[config.mk]
export PLATFORM = sky130hd
export DESIGN_NAME = axi4_master_adapter_flat
export DESIGN_NICKNAME = d
export VERILOG_FILES = /design/src/rtl/axi4_master_adapter_if.sv /design/src/rtl/axi4_master_adapter.sv /design/src/flat_wrapper.sv
export SDC_FILE = /design/constraint.sdc
export NUM_CORES = 1
export LEC_CHECK = 0
export ABC_AREA = 1
export ABC_CLOCK_PERIOD_IN_PS = 5950
export CAP_MARGIN = 40
export CORE_AREA = 2 2 126 128
export DETAILED_ROUTE_END_ITERATION = 10
export DIE_AREA = 0 0 128 130
export GPL_TIMING_DRIVEN = 0
export PLACE_DENSITY = 0.7
export REMOVE_ABC_BUFFERS = 1
export SYNTH_ARGS = -nofsm -noshare
export SYNTH_HDL_FRONTEND = slang
export SYNTH_SLANG_ARGS = --single-unit
[constraint.sdc]
create_clock -name aclk -period 5.95 [get_ports aclk]
set_input_delay 1.785 -clock aclk [delete_from_list [all_inputs] [get_ports aclk]]
set_output_delay 1.785 -clock aclk [all_outputs]
set_load 0.01 [all_outputs]
[src/rtl/axi4_master_adapter_if.sv]
// AXI4 bus bundle between the command adapter (master) and an AXI slave.
// One instance carries all five channels for a single outstanding burst.
interface axi4_master_adapter_if #(
   parameter int D_WIDTH     = 32,
   parameter int AXI_A_WIDTH = 32
);
   logic [3:0]             awid;
   logic [AXI_A_WIDTH-1:0] awaddr;
   logic [7:0]             awlen;
   logic [2:0]             awsize;
   logic [1:0]             awburst;
   logic [1:0]             awlock;
   logic [2:0]             awprot;
   logic                   awvalid;
   logic                   awready;

   logic [3:0]             wid;
   logic [D_WIDTH-1:0]     wdata;
   logic [D_WIDTH/8-1:0]   wstrb;
   logic                   wlast;
   logic                   wvalid;
   logic                   wready;

   logic [3:0]             bid;
   logic [1:0]             bresp;
   logic                   bvalid;
   logic                   bready;

   logic [3:0]             arid;
   logic [AXI_A_WIDTH-1:0] araddr;
   logic [7:0]             arlen;
   logic [2:0]             arsize;
   logic [1:0]             arburst;
   logic [1:0]             arlock;
   logic [2:0]             arprot;
   logic                   arvalid;
   logic                   arready;

   logic [3:0]             rid;
   logic [D_WIDTH-1:0]     rdata;
   logic [1:0]             rresp;
   logic                   rlast;
   logic                   rvalid;
   logic                   rready;

   modport master (
      output awid, awaddr, awlen, awsize, awburst, awlock, awprot, awvalid,
      input  awready,
      output wid, wdata, wstrb, wlast, wvalid,
      input  wready,
      input  bid, bresp, bvalid,
      output bready,
      output arid, araddr, arlen, arsize, arburst, arlock, arprot, arvalid,
      input  arready,
      input  rid, rdata, rresp, rlast, rvalid,
      output rready
   );

   modport slave (
      input  awid, awaddr, awlen, awsize, awburst, awlock, awprot, awvalid,
      output awready,
      input  wid, wdata, wstrb, wlast, wvalid,
      output wready,
      output bid, bresp, bvalid,
      input  bready,
      input  arid, araddr, arlen, arsize, arburst, arlock, arprot, arvalid,
      output arready,
      output rid, rdata, rresp, rlast, rvalid,
      input  rready
   );
endinterface

[src/rtl/axi4_master_adapter.sv]
// Converts single burst commands plus write/read data streams into AXI4 INCR bursts,
// one command outstanding, reporting completion with a done pulse and an error flag.
module axi4_master_adapter #(
   parameter int         D_WIDTH     = 32,
   parameter int         AXI_A_WIDTH = 32,
   parameter logic [3:0] MASTER_ID   = 4'h0
) (
   input  logic                   aclk,
   input  logic                   aresetn,
   axi4_master_adapter_if.master  axi,
   input  logic                   cmd_valid_i,
   output logic                   cmd_ready_o,
   input  logic                   cmd_write_i,
   input  logic [AXI_A_WIDTH-1:0] cmd_addr_i,
   input  logic [7:0]             cmd_len_i,
   input  logic [D_WIDTH-1:0]     wr_data_i,
   input  logic [D_WIDTH/8-1:0]   wr_strb_i,
   input  logic                   wr_valid_i,
   output logic                   wr_ready_o,
   output logic [D_WIDTH-1:0]     rd_data_o,
   output logic                   rd_valid_o,
   input  logic                   rd_ready_i,
   output logic                   done_o,
   output logic                   error_o
);
   localparam int BYTES = D_WIDTH / 8;
   localparam int SZ    = $clog2(BYTES);
   localparam logic [AXI_A_WIDTH-1:0] LOW_MASK = AXI_A_WIDTH'(BYTES - 1);

   typedef enum logic [2:0] {IDLE, AW, W, B, AR, R, ERR} state_t;

   state_t                 state_q, state_d;
   logic [AXI_A_WIDTH-1:0] addr_q, addr_d;
   logic [7:0]             len_q, len_d;
   logic [7:0]             count_q, count_d;
   logic                   error_q, error_d;

   logic [AXI_A_WIDTH-1:0] cmd_addr_al;
   logic [12:0]            span_end;
   logic                   crosses;
   logic                   w_hs, r_hs, r_beat_err, b_err;

   // Byte just past the burst, relative to the 4KB page the burst starts in
   assign cmd_addr_al = cmd_addr_i & ~LOW_MASK;
   assign span_end    = {1'b0, cmd_addr_al[11:0]} + (({5'd0, cmd_len_i} + 13'd1) << SZ);
   assign crosses     = span_end > 13'd4096;

   assign w_hs = (state_q == W) && wr_valid_i && axi.wready;
   assign r_hs = (state_q == R) && axi.rvalid && rd_ready_i;

   // SLVERR/DECERR are the responses with bit 1 set
   assign b_err      = (axi.bresp >= 2'b10) || (axi.bid != MASTER_ID);
   assign r_beat_err = (axi.rresp >= 2'b10) || (axi.rid != MASTER_ID)
                     || (axi.rlast && (count_q < len_q))
                     || (!axi.rlast && (count_q > len_q));

   always_ff @(posedge aclk or negedge aresetn) begin
      if (!aresetn) begin
         state_q <= IDLE;
         addr_q  <= '0;
         len_q   <= '0;
         count_q <= '0;
         error_q <= 1'b0;
      end else begin
         state_q <= state_d;
         addr_q  <= addr_d;
         len_q   <= len_d;
         count_q <= count_d;
         error_q <= error_d;
      end
   end

   always_comb begin
      state_d = state_q;
      addr_d  = addr_q;
      len_d   = len_q;
      count_d = count_q;
      error_d = error_q;
      done_o  = 1'b0;

      // Saturate so surplus read beats cannot wrap back under len
      if ((w_hs || r_hs) && (count_q != 8'hFF)) begin
         count_d = count_q + 8'd1;
      end

      unique case (state_q)
         IDLE: begin
            if (cmd_valid_i) begin
               addr_d  = cmd_addr_al;
               len_d   = cmd_len_i;
               count_d = 8'd0;
               error_d = crosses;
               if (crosses)          state_d = ERR;
               else if (cmd_write_i) state_d = AW;
               else                  state_d = AR;
            end
         end
         ERR: begin
            done_o  = 1'b1;
            state_d = IDLE;
         end
         AW: if (axi.awready) state_d = W;
         W:  if (w_hs && (count_q == len_q)) state_d = B;
         B: begin
            if (axi.bvalid) begin
               done_o  = 1'b1;
               error_d = b_err;
               state_d = IDLE;
            end
         end
         AR: if (axi.arready) state_d = R;
         R: begin
            if (r_hs) begin
               error_d = error_q | r_beat_err;
               if (axi.rlast) begin
                  done_o  = 1'b1;
                  state_d = IDLE;
               end
            end
         end
         default: state_d = IDLE;
      endcase
   end

   // The completing beat/response is reflected in error during the done cycle itself
   assign error_o     = done_o ? error_d : error_q;
   assign cmd_ready_o = (state_q == IDLE);

   assign axi.awid    = MASTER_ID;
   assign axi.awaddr  = addr_q;
   assign axi.awlen   = len_q;
   assign axi.awsize  = 3'(SZ);
   assign axi.awburst = 2'b01;
   assign axi.awlock  = 2'b00;
   assign axi.awprot  = 3'b000;
   assign axi.awvalid = (state_q == AW);

   assign axi.wid     = MASTER_ID;
   assign axi.wdata   = wr_data_i;
   assign axi.wstrb   = wr_strb_i;
   assign axi.wlast   = (count_q == len_q);
   assign axi.wvalid  = (state_q == W) && wr_valid_i;
   assign wr_ready_o  = (state_q == W) && axi.wready;

   assign axi.bready  = (state_q == B);

   assign axi.arid    = MASTER_ID;
   assign axi.araddr  = addr_q;
   assign axi.arlen   = len_q;
   assign axi.arsize  = 3'(SZ);
   assign axi.arburst = 2'b01;
   assign axi.arlock  = 2'b00;
   assign axi.arprot  = 3'b000;
   assign axi.arvalid = (state_q == AR);

   assign axi.rready  = (state_q == R) && rd_ready_i;
   assign rd_valid_o  = (state_q == R) && axi.rvalid;
   assign rd_data_o   = axi.rdata;
endmodule

[src/flat_wrapper.sv]
// flat-port wrapper written by rule: the top's interface ports become plain ports
module axi4_master_adapter_flat 
#(
   parameter int         D_WIDTH     = 32,
   parameter int         AXI_A_WIDTH = 32,
   parameter logic [3:0] MASTER_ID   = 4'h0
)
  (aclk, aresetn, cmd_valid_i, cmd_ready_o, cmd_write_i, cmd_addr_i, cmd_len_i, wr_data_i, wr_strb_i, wr_valid_i, wr_ready_o, rd_data_o, rd_valid_o, rd_ready_i, done_o, error_o, axi_awid, axi_awaddr, axi_awlen, axi_awsize, axi_awburst, axi_awlock, axi_awprot, axi_awvalid, axi_awready, axi_wid, axi_wdata, axi_wstrb, axi_wlast, axi_wvalid, axi_wready, axi_bid, axi_bresp, axi_bvalid, axi_bready, axi_arid, axi_araddr, axi_arlen, axi_arsize, axi_arburst, axi_arlock, axi_arprot, axi_arvalid, axi_arready, axi_rid, axi_rdata, axi_rresp, axi_rlast, axi_rvalid, axi_rready);
  axi4_master_adapter_if #(.D_WIDTH(D_WIDTH), .AXI_A_WIDTH(AXI_A_WIDTH)) axi_i ();
  input  logic aclk;
  input  logic aresetn;
  input  logic cmd_valid_i;
  output logic cmd_ready_o;
  input  logic cmd_write_i;
  input  logic [AXI_A_WIDTH-1:0] cmd_addr_i;
  input  logic [7:0] cmd_len_i;
  input  logic [D_WIDTH-1:0] wr_data_i;
  input  logic [D_WIDTH/8-1:0] wr_strb_i;
  input  logic wr_valid_i;
  output logic wr_ready_o;
  output logic [D_WIDTH-1:0] rd_data_o;
  output logic rd_valid_o;
  input  logic rd_ready_i;
  output logic done_o;
  output logic error_o;
  output wire logic [$bits(axi_i.awid)-1:0] axi_awid;
  output wire logic [$bits(axi_i.awaddr)-1:0] axi_awaddr;
  output wire logic [$bits(axi_i.awlen)-1:0] axi_awlen;
  output wire logic [$bits(axi_i.awsize)-1:0] axi_awsize;
  output wire logic [$bits(axi_i.awburst)-1:0] axi_awburst;
  output wire logic [$bits(axi_i.awlock)-1:0] axi_awlock;
  output wire logic [$bits(axi_i.awprot)-1:0] axi_awprot;
  output wire logic [$bits(axi_i.awvalid)-1:0] axi_awvalid;
  input wire logic [$bits(axi_i.awready)-1:0] axi_awready;
  output wire logic [$bits(axi_i.wid)-1:0] axi_wid;
  output wire logic [$bits(axi_i.wdata)-1:0] axi_wdata;
  output wire logic [$bits(axi_i.wstrb)-1:0] axi_wstrb;
  output wire logic [$bits(axi_i.wlast)-1:0] axi_wlast;
  output wire logic [$bits(axi_i.wvalid)-1:0] axi_wvalid;
  input wire logic [$bits(axi_i.wready)-1:0] axi_wready;
  input wire logic [$bits(axi_i.bid)-1:0] axi_bid;
  input wire logic [$bits(axi_i.bresp)-1:0] axi_bresp;
  input wire logic [$bits(axi_i.bvalid)-1:0] axi_bvalid;
  output wire logic [$bits(axi_i.bready)-1:0] axi_bready;
  output wire logic [$bits(axi_i.arid)-1:0] axi_arid;
  output wire logic [$bits(axi_i.araddr)-1:0] axi_araddr;
  output wire logic [$bits(axi_i.arlen)-1:0] axi_arlen;
  output wire logic [$bits(axi_i.arsize)-1:0] axi_arsize;
  output wire logic [$bits(axi_i.arburst)-1:0] axi_arburst;
  output wire logic [$bits(axi_i.arlock)-1:0] axi_arlock;
  output wire logic [$bits(axi_i.arprot)-1:0] axi_arprot;
  output wire logic [$bits(axi_i.arvalid)-1:0] axi_arvalid;
  input wire logic [$bits(axi_i.arready)-1:0] axi_arready;
  input wire logic [$bits(axi_i.rid)-1:0] axi_rid;
  input wire logic [$bits(axi_i.rdata)-1:0] axi_rdata;
  input wire logic [$bits(axi_i.rresp)-1:0] axi_rresp;
  input wire logic [$bits(axi_i.rlast)-1:0] axi_rlast;
  input wire logic [$bits(axi_i.rvalid)-1:0] axi_rvalid;
  output wire logic [$bits(axi_i.rready)-1:0] axi_rready;
  assign axi_awid = axi_i.awid;
  assign axi_awaddr = axi_i.awaddr;
  assign axi_awlen = axi_i.awlen;
  assign axi_awsize = axi_i.awsize;
  assign axi_awburst = axi_i.awburst;
  assign axi_awlock = axi_i.awlock;
  assign axi_awprot = axi_i.awprot;
  assign axi_awvalid = axi_i.awvalid;
  assign axi_i.awready = axi_awready;
  assign axi_wid = axi_i.wid;
  assign axi_wdata = axi_i.wdata;
  assign axi_wstrb = axi_i.wstrb;
  assign axi_wlast = axi_i.wlast;
  assign axi_wvalid = axi_i.wvalid;
  assign axi_i.wready = axi_wready;
  assign axi_i.bid = axi_bid;
  assign axi_i.bresp = axi_bresp;
  assign axi_i.bvalid = axi_bvalid;
  assign axi_bready = axi_i.bready;
  assign axi_arid = axi_i.arid;
  assign axi_araddr = axi_i.araddr;
  assign axi_arlen = axi_i.arlen;
  assign axi_arsize = axi_i.arsize;
  assign axi_arburst = axi_i.arburst;
  assign axi_arlock = axi_i.arlock;
  assign axi_arprot = axi_i.arprot;
  assign axi_arvalid = axi_i.arvalid;
  assign axi_i.arready = axi_arready;
  assign axi_i.rid = axi_rid;
  assign axi_i.rdata = axi_rdata;
  assign axi_i.rresp = axi_rresp;
  assign axi_i.rlast = axi_rlast;
  assign axi_i.rvalid = axi_rvalid;
  assign axi_rready = axi_i.rready;
  axi4_master_adapter #(.D_WIDTH(D_WIDTH), .AXI_A_WIDTH(AXI_A_WIDTH), .MASTER_ID(MASTER_ID)) u_core (.aclk(aclk), .aresetn(aresetn), .axi(axi_i), .cmd_valid_i(cmd_valid_i), .cmd_ready_o(cmd_ready_o), .cmd_write_i(cmd_write_i), .cmd_addr_i(cmd_addr_i), .cmd_len_i(cmd_len_i), .wr_data_i(wr_data_i), .wr_strb_i(wr_strb_i), .wr_valid_i(wr_valid_i), .wr_ready_o(wr_ready_o), .rd_data_o(rd_data_o), .rd_valid_o(rd_valid_o), .rd_ready_i(rd_ready_i), .done_o(done_o), .error_o(error_o));
endmodule
### Word level (Yosys, flattened, before mapping)

Index checks and enable logic that the tools add are counted.

| word-level totals | value |
|---|---|
| register bits | 50 |
| input port bits | 132 |
| logic and storage cells | 72 |

| operators by class | value |
|---|---|
| add/sub/neg operators | 3 |
| magnitude comparators | 5 |
| equality and inequality tests | 15 |
| muxes and demuxes | 22 |
| bitwise operators | 1 |
| reductions and logical operators | 21 |

Operators with widths:

| cell | count |
|---|---|
| $mux W3 | 9 |
| $mux W8 | 3 |
| $pmux W3 S6 | 1 |
| $add A12 B13 Y13 | 1 |
| $gt A13 B13 Y1 const B | 1 |
| $logic_and A1 B1 Y1 | 10 |
| $add A8 B1 Y9 const B | 1 |
| $eq A3 B3 Y1 const B | 3 |
| $add A8 B1 Y8 const B | 1 |
| $eq A8 B8 Y1 | 1 |
| $gt A8 B8 Y1 | 1 |
| $lt A8 B8 Y1 | 1 |
| $ne A2 B2 Y1 const B | 4 |
| $ne A8 B8 Y1 const B | 1 |
| $reduce_bool A4 Y1 | 2 |
| $mux W1 | 7 |
| $reduce_and A7 Y1 | 1 |
| $eq A3 B2 Y1 const B | 2 |
| $ne A2 B1 Y1 const B | 3 |
| $pmux W1 S3 | 2 |
| $logic_or A1 B1 Y1 | 5 |
| $ge A2 B2 Y1 const B | 2 |
| $eq A3 B1 Y1 const B | 1 |
| $logic_not A3 Y1 | 1 |
| other kinds (3) | 3 |

### Depth between registers and ports, before layout

| depth | value |
|---|---|
| word-level depth | 8 |
| mapped depth | 19 |
| gate-level depth less buffers | 19 |

### Least setup slack after synthesis

No wires, ideal clock.

| timing | value |
|---|---|
| kind | in2out |
| from | input port cmd_len_i[2] |
| to | output port error_o |
| arrival | 3.772 ns |
| required time | 4.165 ns |
| slack | 0.393 ns |
| stages | 18 |
| path buffers | 0 |
| path through | inv_1 -> nor3_1 -> nand3_1 -> nor3_1 -> xor2_1 -> inv_1 -> ha_1 -> nand2_1 -> nor2_1 -> nand3_1 -> nand3_1 -> nand2_1 -> nor2_1 -> nand3_1 -> nand3_1 -> nand2_1 -> nand3_1 -> nand2_1 |

| on the way | value |
|---|---|
| cells in the longest elaborated chain, start to end | 6 |

Ends and longest elaborated chain:

| element | line | text |
|---|---|---|
| start, declared | flat_wrapper.sv:16 | `input logic [7:0] cmd_len_i;` |
| $add A8 B1 Y9 | axi4_master_adapter.sv:45 | `assign span_end = {1'b0, cmd_addr_al[11:0]} + (({5'd0, cmd_len_i} + 13'd1) << SZ);` |
| $add A12 B13 Y13 | axi4_master_adapter.sv:45 |  |
| $gt A13 B13 Y1 | axi4_master_adapter.sv:46 | `assign crosses = span_end > 13'd4096;` |
| $mux W1 | axi4_master_adapter.sv:88 | `if (cmd_valid_i) begin` |
| $pmux W1 S3 | axi4_master_adapter.sv:86 | `unique case (state_q)` |
| $mux W1 | axi4_master_adapter.sv:126 | `assign error_o = done_o ? error_d : error_q;` |
| end, declared | flat_wrapper.sv:25 | `output logic error_o;` |

Every way passes these cells.

### Final worst setup path

| timing | value |
|---|---|
| from | input port cmd_len_i[1] |
| to | output port error_o |

The elaborated chain is that of the path after synthesis.

==> flow_metrics.env <==
export IMPL_cp_max_fo=5
export IMPL_cp_end_kind="output port"
export IMPL_synth_ff_type="dfrtp_1"
export IMPL_io_pins=323
export IMPL_post_synth_cell_area_avg_um2=7.180
export IMPL_crit_reg2reg_capture="u_core.count_q[4]"
export IMPL_worstSetupPathType="input port to output port"
export IMPL_synth_top_area_share_pct=29.44
export IMPL_rsz0062_at_grt="true"
export IMPL_final_cell_mix="nand2_1 (171), clkdlybuf4s50_1 (135), inv_1 (64)"
export IMPL_clkTransAtPathRegs_ns=0.07
export IMPL_synth_area_top_cells="dfrtp_1 (29%), buf_4 (25%), nand2_1 (16%), ha_1 (6.2%), inv_1 (6.1%)"
export IMPL_ys_types=36
export IMPL_fin_hold_ws_ns=0.5144
export IMPL_synth_edff_count=0
export IMPL_fp_dieH_um=130
export IMPL_worstMarginPinSlew_ns=0.5833
export IMPL_final_common_cell="nand2_1"
export IMPL_clock_sinks=50
export IMPL_route_detailed_drc=0
export IMPL_rows=46
export IMPL_clockBufferDepth=2
export IMPL_ir_worst_vdd_mv=0.1398
export IMPL_reg2reg_from="u_core.state_q[0]"
export IMPL_syn_to_final_growth_pct=30.38
export IMPL_drt_wl_total_mm=20.74
export IMPL_fp_dieArea_um2=16640
export IMPL_syn_inst=592
export IMPL_hold_depth=2
export IMPL_grt_overflow=0
export IMPL_max_cap_viol_count=0
export IMPL_grt_first_pass_wirelength_mm=27.11
export IMPL_drt_pass1_iter_count=4
export IMPL_ys_ff_latch=50
export IMPL_postRouteAntennaNets=0
export IMPL_hold_path_class="register to register"
export IMPL_finalNetCount=807
export IMPL_period_needed_ns=5.890
export IMPL_via_count=3652
export IMPL_status="completed"
export IMPL_drive_gt1_share_pct=12.25
export IMPL_finalHoldViolCount=0
export IMPL_period_share_pct=98.99
export IMPL_synth_area_um2=4250
export IMPL_placed_cells=816
export IMPL_relSlewSlack_pct=60.87
export IMPL_max_freq_ghz=0.1698
export IMPL_rrSetupSlack_ns=3.41
export IMPL_post_layout_nonfiller_instances=845
export IMPL_grt_pass1_vias=3404
export IMPL_track_usage_pct=24.32
export IMPL_antenna_found_initial=0
export IMPL_via_per_inst=4.322
export IMPL_hold_end="u_core.axi.araddr[21]"
export IMPL_n_fill_cell=1603
export IMPL_cts_tree="yes"
export IMPL_cts_root_buf="clkbuf_16"
export IMPL_ys_warnings_count=0
export IMPL_rr_worst_depth=7
export IMPL_grt_max_degree=36
export IMPL_n_antenna_cell=0
export IMPL_min_from="u_core.axi.araddr[21]"
export IMPL_drv_slew=0
export IMPL_hpwl_mm=18.24
export IMPL_initial_core_util_pct=27.56
export IMPL_wl_per_cell_um=24.54
export IMPL_p_leak_nw=2.794
export IMPL_place_congestion=0.8891
export IMPL_ys_seq_area_share_pct=29.44
export IMPL_drtIter0Drc=190
export IMPL_die_x_um=128
export IMPL_design_core_area_um2=15420
export IMPL_clkLatencyLatePin_ns=0.30
export IMPL_setup_violations=0
export IMPL_tns_ns=0
export IMPL_power_density_nw_per_um2=396.2
export IMPL_h_tree_depth=2
export IMPL_arrival_ns=4.11
export IMPL_start_kind="input port"
export IMPL_synth_largest_area_cell="dfrtp_1"
export IMPL_cts_buffers_inserted=5
export IMPL_io_buffers=146
export IMPL_synth_async_reset_ratio_pct=100.0
export IMPL_finClkSkew_ns=0.004481
export IMPL_required_ns=4.16
[per-layer routing]
metal | vias to the layer above | global-route usage [%] | routed length [um]
met3 | 16 | 27.51 | 5174
met1 | 1645 | 15.44 | 4663
li1 | 1762 | - | -
met5 | - | 0 | 0
met4 | 0 | 7.304 | 506
met2 | 229 | 43.79 | 10400
[worst max-delay path: stages]
cell	delay, ns
buf_8	0.08
inv_4	0.03
nor3_4	0.21
nand3_2	0.15
nor3_4	0.14
xor2_1	0.20
inv_1	0.10
ha_4	0.32
nand2_4	0.06
nor2_4	0.11
nand3_2	0.08
nand3_2	0.06
nand2_1	0.05
nor2_1	0.10
nand3_1	0.12
buf_6	0.14
nand3_4	0.06
nand2_2	0.06
nand3_2	0.06
nand2_1	0.04
buf_2	0.13
[layout make-up]
cell class	instances	area (um^2)	share of cell area, %
flip-flops and latches	50	1251	22.58
clock buffers	5	125.1	2.258
repair buffers	171	1698	30.64
well taps	192	240.2	4.335
inverters	71	274.0	4.945
clock inverters	2	13.76	0.2484
multi-input cells	354	1939	35.00
[cell usage after synthesis, types with 2 or more instances]
cell type / n
nor2_1: 26
conb_1: 2
or2_2: 2
nand3b_1: 3
nor2_2: 2
o21ai_0: 15
nor3_1: 7
nand3_1: 20
nor3_2: 2
xor2_1: 7
nand2_1: 177
clkbuf_1: 4
dfrtp_1: 50
nand2_2: 2
a211oi_1: 2
buf_4: 143
buf_2: 4
o22ai_1: 2
a21oi_1: 14
inv_1: 69
nand4_1: 4
ha_1: 21
[registers in the layout, summed over array words and instances, names as in the netlist]
name and flops:
u_core.axi.araddr 30, u_core.axi.arlen 8, u_core.count_q 8, u_core.state_q 3, u_core.error_q 1
[cell families (layout without fill, tap and decap cells)]
group	Yosys count	count (layout)	share of synthesized area, %
DFF	50	50	29.44
AOI/OAI and AO/OA	39	39	5.093
and+or+nand+nor	249	249	24.64
xor gates and xnor gates	8	8	1.649
adders and majority gates	22	22	6.653
buffers and inverters	222	249	32.35
other	2	36	0.1767
[where the power goes]
| group | switching [mW] | total [mW] | internal [mW] |
|---|---|---|---|
| clock | 0.143 | 0.298 | 0.155 |
| sequential | 0.146 | 0.629 | 0.482 |
| combinational | 0.609 | 1.27 | 0.661 |
| total | 0.897 | 2.20 | 1.30 |
[how the worst max path moves through the flow]
stage / cells past startpoint / slack, ns / start / to
floorplan: 18 / 0.38 / cmd_len_i[2] / error_o
global placement: 8 / -1.48 / cmd_valid_i / error_o
detailed placement: 20 / -0.98 / cmd_len_i[2] / error_o
CTS: 19 / 0.0002 / cmd_len_i[1] / error_o
global route: 21 / -0.1 / cmd_len_i[1] / error_o
finish: 21 / 0.06 / cmd_len_i[1] / error_o
[what timing repair did]
action,CTS,global route
setup endpoints to repair,1,4
buffers inserted,22,2
endpoints found under the hold margin,0,0
cloned,0,0
pin swaps,11,17
gates resized for setup,36,43
hold buffers,0,0
[metrics by stage]
stage	util [%]	worst slack, ns	cell area, um^2	total power [mW]
floorplan	-	0.3768	3269	1.143
finish	35.93	0.05992	5542	2.196
global route	35.93	-0.09953	5542	2.367
global placement	32.23	-1.476	4971	1.850
CTS	35.10	0.0002283	5414	2.203
detailed placement	32.63	-0.9793	5034	1.890
No activity file was read; power rests on OpenSTA's default activity.
